--- src/rtl/att_pkg.sv ---
// Shared types and constants for the serial step-attenuator loader.
package att_pkg;

    localparam int   ATT_W   = 7;
    localparam logic CH_PRE  = 1'b0;
    localparam logic CH_POST = 1'b1;

    typedef enum logic [2:0] {
        IDLE,
        SCLK_LO,
        SCLK_HI,
        LATCH,
        GAP
    } att_state_e;

endpackage

--- src/rtl/att_shift_phy.sv ---
// Serial word engine: shifts one word LSB first on SCLK/SDATA, then strobes
// the selected latch enable and idles for a gap before reporting done.
module att_shift_phy #(
    parameter int CLK_DIV   = 4,
    parameter int WORD_BITS = 8
) (
    input  logic                 clk,
    input  logic                 reset,
    input  logic                 start_i,
    input  logic [WORD_BITS-1:0] word_i,
    input  logic                 sel_i,
    output logic                 sclk_o,
    output logic                 sdata_o,
    output logic                 le_pre_o,
    output logic                 le_post_o,
    output logic                 busy_o,
    output logic                 done_o,
    output logic                 done_sel_o
);
    import att_pkg::*;

    localparam int                BIT_W      = (WORD_BITS > 1) ? $clog2(WORD_BITS) : 1;
    localparam logic [7:0]        DIV_RELOAD = 8'(CLK_DIV - 1);
    localparam logic [BIT_W-1:0]  LAST_BIT   = BIT_W'(WORD_BITS - 1);

    att_state_e           state_q, state_d;
    logic [7:0]           cnt_q, cnt_d;
    logic [BIT_W-1:0]     bit_q, bit_d;
    logic [WORD_BITS-1:0] shift_q, shift_d;
    logic                 sel_q, sel_d;

    logic sclk_q, sclk_d;
    logic sdata_q, sdata_d;
    logic le_pre_q, le_pre_d;
    logic le_post_q, le_post_d;
    logic busy_q, busy_d;
    logic done_q, done_d;
    logic done_sel_q, done_sel_d;

    always_ff @(posedge clk) begin
        if (reset) begin
            state_q    <= IDLE;
            cnt_q      <= '0;
            bit_q      <= '0;
            shift_q    <= '0;
            sel_q      <= 1'b0;
            sclk_q     <= 1'b0;
            sdata_q    <= 1'b0;
            le_pre_q   <= 1'b0;
            le_post_q  <= 1'b0;
            busy_q     <= 1'b0;
            done_q     <= 1'b0;
            done_sel_q <= 1'b0;
        end else begin
            state_q    <= state_d;
            cnt_q      <= cnt_d;
            bit_q      <= bit_d;
            shift_q    <= shift_d;
            sel_q      <= sel_d;
            sclk_q     <= sclk_d;
            sdata_q    <= sdata_d;
            le_pre_q   <= le_pre_d;
            le_post_q  <= le_post_d;
            busy_q     <= busy_d;
            done_q     <= done_d;
            done_sel_q <= done_sel_d;
        end
    end

    // Outputs are derived from the next state so the registered strobes line up with the state they belong to.
    always_comb begin
        state_d = state_q;
        cnt_d   = cnt_q;
        bit_d   = bit_q;
        shift_d = shift_q;
        sel_d   = sel_q;

        unique case (state_q)
            IDLE: begin
                if (start_i) begin
                    state_d = SCLK_LO;
                    cnt_d   = DIV_RELOAD;
                    bit_d   = '0;
                    shift_d = word_i;
                    sel_d   = sel_i;
                end
            end
            SCLK_LO: begin
                if (cnt_q == 8'd0) begin
                    state_d = SCLK_HI;
                    cnt_d   = DIV_RELOAD;
                end else begin
                    cnt_d = cnt_q - 8'd1;
                end
            end
            SCLK_HI: begin
                if (cnt_q == 8'd0) begin
                    cnt_d   = DIV_RELOAD;
                    shift_d = shift_q >> 1;
                    if (bit_q == LAST_BIT) begin
                        state_d = LATCH;
                    end else begin
                        state_d = SCLK_LO;
                        bit_d   = bit_q + 1'b1;
                    end
                end else begin
                    cnt_d = cnt_q - 8'd1;
                end
            end
            LATCH: begin
                if (cnt_q == 8'd0) begin
                    state_d = GAP;
                    cnt_d   = DIV_RELOAD;
                end else begin
                    cnt_d = cnt_q - 8'd1;
                end
            end
            GAP: begin
                if (cnt_q == 8'd0) begin
                    state_d = IDLE;
                end else begin
                    cnt_d = cnt_q - 8'd1;
                end
            end
            default: state_d = IDLE;
        endcase

        sclk_d     = (state_d == SCLK_HI);
        sdata_d    = ((state_d == SCLK_LO) || (state_d == SCLK_HI)) ? shift_d[0] : 1'b0;
        le_pre_d   = (state_d == LATCH) && (sel_d == CH_PRE);
        le_post_d  = (state_d == LATCH) && (sel_d == CH_POST);
        busy_d     = (state_d != IDLE);
        done_d     = (state_d == GAP) && (cnt_d == 8'd0);
        done_sel_d = done_d ? sel_d : done_sel_q;
    end

    assign sclk_o     = sclk_q;
    assign sdata_o    = sdata_q;
    assign le_pre_o   = le_pre_q;
    assign le_post_o  = le_post_q;
    assign busy_o     = busy_q;
    assign done_o     = done_q;
    assign done_sel_o = done_sel_q;

endmodule

--- src/rtl/att_serial_loader.sv ---
// Loads pre/post attenuator codes into two serial step attenuators whenever a
// code changes, a reload is forced, or after reset, never starting inside a pulse window.
module att_serial_loader
    import att_pkg::*;
#(
    parameter int CLK_DIV   = 4,
    parameter int WORD_BITS = 8
) (
    input  logic             clk,
    input  logic             reset,
    input  logic [ATT_W-1:0] pre_att,
    input  logic [ATT_W-1:0] post_att,
    input  logic             hold,
    input  logic             load_all,
    output logic             att_sclk,
    output logic             att_sdata,
    output logic             att_le_pre,
    output logic             att_le_post,
    output logic             busy,
    output logic             done,
    output logic             done_sel
);

    logic [ATT_W-1:0]     shadow_pre_q, shadow_pre_d;
    logic [ATT_W-1:0]     shadow_post_q, shadow_post_d;
    logic                 dirty_pre_q, dirty_pre_d;
    logic                 dirty_post_q, dirty_post_d;
    logic                 start;
    logic                 sel;
    logic [WORD_BITS-1:0] word;
    logic                 phy_busy;

    always_ff @(posedge clk) begin
        if (reset) begin
            shadow_pre_q  <= '0;
            shadow_post_q <= '0;
            dirty_pre_q   <= 1'b1;
            dirty_post_q  <= 1'b1;
        end else begin
            shadow_pre_q  <= shadow_pre_d;
            shadow_post_q <= shadow_post_d;
            dirty_pre_q   <= dirty_pre_d;
            dirty_post_q  <= dirty_post_d;
        end
    end

    // hold only gates the start of a word; a channel stays dirty until its own word begins.
    always_comb begin
        sel   = dirty_pre_q ? CH_PRE : CH_POST;
        start = !phy_busy && !hold && (dirty_pre_q || dirty_post_q);
        word  = (sel == CH_PRE) ? WORD_BITS'(pre_att) : WORD_BITS'(post_att);

        shadow_pre_d  = shadow_pre_q;
        shadow_post_d = shadow_post_q;
        dirty_pre_d   = dirty_pre_q  || (pre_att  != shadow_pre_q)  || load_all;
        dirty_post_d  = dirty_post_q || (post_att != shadow_post_q) || load_all;

        if (start && (sel == CH_PRE)) begin
            shadow_pre_d = pre_att;
            dirty_pre_d  = 1'b0;
        end
        if (start && (sel == CH_POST)) begin
            shadow_post_d = post_att;
            dirty_post_d  = 1'b0;
        end
    end

    att_shift_phy #(
        .CLK_DIV   (CLK_DIV),
        .WORD_BITS (WORD_BITS)
    ) u_phy (
        .clk        (clk),
        .reset      (reset),
        .start_i    (start),
        .word_i     (word),
        .sel_i      (sel),
        .sclk_o     (att_sclk),
        .sdata_o    (att_sdata),
        .le_pre_o   (att_le_pre),
        .le_post_o  (att_le_post),
        .busy_o     (phy_busy),
        .done_o     (done),
        .done_sel_o (done_sel)
    );

    assign busy = phy_busy;

endmodule

--- config.mk ---
export PLATFORM = sky130hd
export DESIGN_NAME = att_serial_loader
export DESIGN_NICKNAME = d
export VERILOG_FILES = /design/src/rtl/att_pkg.sv /design/src/rtl/att_shift_phy.sv /design/src/rtl/att_serial_loader.sv
export SDC_FILE = /design/constraint.sdc
export NUM_CORES = 1
export LEC_CHECK = 0
export CAP_MARGIN = 20
export CORE_UTILIZATION = 42
export DETAILED_ROUTE_END_ITERATION = 8
export PLACE_DENSITY = 0.73
export SYNTH_ARGS = -nofsm -noshare
export SYNTH_HDL_FRONTEND = slang
export SYNTH_SLANG_ARGS = --single-unit
export TNS_END_PERCENT = 10
--- constraint.sdc ---
create_clock -name clk -period 3.6 [get_ports clk]
set_clock_uncertainty 0.2 [all_clocks]
set_input_delay 0.72 -clock clk [delete_from_list [all_inputs] [get_ports clk]]
set_output_delay 0.72 -clock clk [all_outputs]
set_load 0.02 [all_outputs]
==> impl_metrics.ini <==
[layout]
final_core_util = 0.5167
fin_nets = 325
register_area_sq_um = 900.9
fill_cells = 502
synthToLayoutAreaGrowth_pct = 17.89
multi_input_area_sq_um = 1271
diodes = 0
final_common_cell = dfxtp_1
mostFrequentLayoutCells = dfxtp_1 (45), nand2_1 (44), a21oi_1 (39)
drive_gt1_frac = 0.07591
layout.cells.non_filler = 373

[detailed_routing]
vias_per_cell = 5.214
route.detailed.drc = 0
wirelength_microns = 4802
top_layer = met4
drt_iter0_markers = 158
post_drt_wl_per_cell_microns = 12.87
wl_met2_microns = 2184
met3WireLength_microns = 219
first_pass_iters = 4
ant_nets = 0
drt-met1-wl_microns = 2315
dr_total_vias = 1945

[sta]
period_needed_ns = 3.370
tightest_slew_ns = 0.7928
rsz0062_at_grt = false
finalSetupViolCount = 0
slew_headroom = 0.4698
period_share = 0.9360
drv_slew = 0
fmax_ghz = 0.2968
layout_setup_ws_ns = 0.2303
tns_ns = 0
finalHoldViolCount = 0

[global_route]
grt_pass1_vias = 1664
grt.overflow.total = 0
antenna_found_initial = 0
globalRouteTotalUtil = 0.1829
grt_max_degree = 20
grt_pass1_wl_microns = 7748

[clock_network]
cts.sinks = 45
htreeDepth = 2
cts-resized-gates = 0
cts.clk_slew.worst_paths_ns = 0.09
clk_latency_ns = 0.31
hold_buffers = 0
post-cts-setup-buffers = 0
numCtsBuffers = 5
cts.path.max_buffers = 2
cts-root-buf = clkbuf_8
cts_tree = built

[worst_setup_path]
path_class = register to register
arrival_ns = 3.37
crit_required_ns = 3.60
rrSetupSlack_ns = 0.23
startpoint_type = register
cp-end-kind = register
path_max_fanout = 9

[synth]
ys_seq_elements = 45
syn_nets = 303
ys_seq_area_frac = 0.4025
synth_area_per_cell_sq_um = 7.994
yosys_warnings = 0
syn_inst = 280
async_flop_share = 0
synth_edf_count = 0
syn_area_sq_um = 2238
netlist-cell-type-count = 46
synth-main-ff-cell = dfxtp_1

[floorplan]
num_rows = 26
dieArea_sq_um = 5626
fp.coreArea_sq_um = 5107
io_pins = 25
start_util = 0.4383
die_x_microns = 75.01
dieHeight_microns = 75.01

[place]
gp_congestion = 0.8344
hpwl_microns = 3504
dpl.cell_count = 365
dpl_worst_slack_ns = 0.2660
port_buffers = 24

[power]
fin_total_pwr_w = 0.002064
p_leak_nw = 0.9707
peakVddDrop_v = 0.0003339
power_density_nw_per_um2 = 782.0

[job]
drv_cap = 0

[status]
outcome = finished, final reports clean

[hold_path]
hold_path.class = register to register
==> layer usage <==
layer  global-route usage  vias to the layer above
li1                     -                     1021
met1               0.2568                      869
met2               0.2803                       48
met5                    0                        -
met3              0.03213                        7
met4              0.06918                        0
==> cell families (layout without fill, tap and decap cells) <==
| kind of cell | count (synthesis) | after routing | synth area share |
|---|---|---|---|
| compound gates | 70 | 70 | 0.1873 |
| xor+xnor | 14 | 14 | 0.05478 |
| fa+ha+maj | 5 | 5 | 0.02795 |
| buf+inv | 17 | 40 | 0.02962 |
| flops | 45 | 45 | 0.4025 |
| mux | 6 | 6 | 0.02851 |
| simple gates | 123 | 123 | 0.2694 |
==> Yosys cell counts, drive strengths merged (2+ instances only) <==
cell type | number | share of area
nand2 | 44 | 0.074
mux2i | 3 | 0.013
nor2b | 6 | 0.017
nor2 | 34 | 0.065
xor2 | 10 | 0.039
o21ai | 13 | 0.029
inv | 4 | 0.0067
dfxtp | 45 | 0.40
mux2 | 3 | 0.015
nand2b | 7 | 0.020
ha | 5 | 0.028
a21oi | 39 | 0.087
nor4 | 7 | 0.020
o211ai | 2 | 0.013
and2 | 3 | 0.0084
xnor2 | 4 | 0.016
nand4 | 5 | 0.014
buf | 2 | 0.0045
clkbuf | 11 | 0.018
a221oi | 5 | 0.020
a21o | 2 | 0.0067
nor3 | 7 | 0.018
nor3b | 2 | 0.0067
nand3 | 2 | 0.0045
==> worst max-delay path, cell delays in order (launching register included) <==
cell and delay [ns]:
dfxtp_1 0.34, inv_1 0.10, ha_1 0.16, or3b_2 0.52, nor2_4 0.18, inv_2 0.12
ha_1 0.30, mux2_2 0.26, a21oi_1 0.17, nor3b_1 0.19, nand4_1 0.15, nor3_2 0.22
mux2_1 0.33
==> report_power, final <==
group	internal, W	total [W]	switching [W]	leakage (nW)
sequential	0.000594	0.000699	0.000105	0.366
combinational	0.000417	0.00103	0.000617	0.559
clock	0.000142	0.000331	0.000189	0.0452
total	0.00115	0.00206	0.000911	0.971
==> final cells by class <==
type | instances | area share
Multi-Input combinational cell | 218 | 0.4817
Sequential cell | 45 | 0.3414
Timing Repair Buffer | 28 | 0.1024
Tap cell | 70 | 0.03319
Clock buffer | 5 | 0.02608
Clock inverter | 3 | 0.009483
Inverter | 4 | 0.005690
==> final timing paths <==
kind                            depth (start not counted)                to           start
worst min register to register                          2    u_phy.bit_q[1]  u_phy.bit_q[1]
worst min-delay path                                    2    u_phy.bit_q[1]  u_phy.bit_q[1]
worst max register to register                         12  u_phy.done_sel_o  u_phy.cnt_q[0]
worst max-delay path                                   12  u_phy.done_sel_o  u_phy.cnt_q[0]
==> per-stage QoR <==
stage / hold WS [ns] / area (sq um)
5_1_grt: 0.2891 / 2639
3_3_place_gp: 0.2442 / 2545
4_1_cts: 0.2639 / 2639
3_5_place_dp: 0.2514 / 2545
6_report: 0.2561 / 2639
2_1_floorplan: 0.2356 / 2238
==> flip-flops by register name, indices dropped and copies added (netlist names) <==
| register | cells |
|---|---|
| dirty_post_q | 1 |
| dirty_pre_q | 1 |
| shadow_post_q | 7 |
| shadow_pre_q | 7 |
| u_phy.bit_q | 3 |
| u_phy.busy_o | 1 |
| u_phy.cnt_q | 8 |
| u_phy.done_o | 1 |
| u_phy.done_sel_o | 1 |
| u_phy.le_post_o | 1 |
| u_phy.le_pre_o | 1 |
| u_phy.sclk_o | 1 |
| u_phy.sdata_o | 1 |
| u_phy.sel_q | 1 |
| u_phy.shift_q | 7 |
| u_phy.state_q | 3 |
No activity file was read; power rests on OpenSTA's default activity.
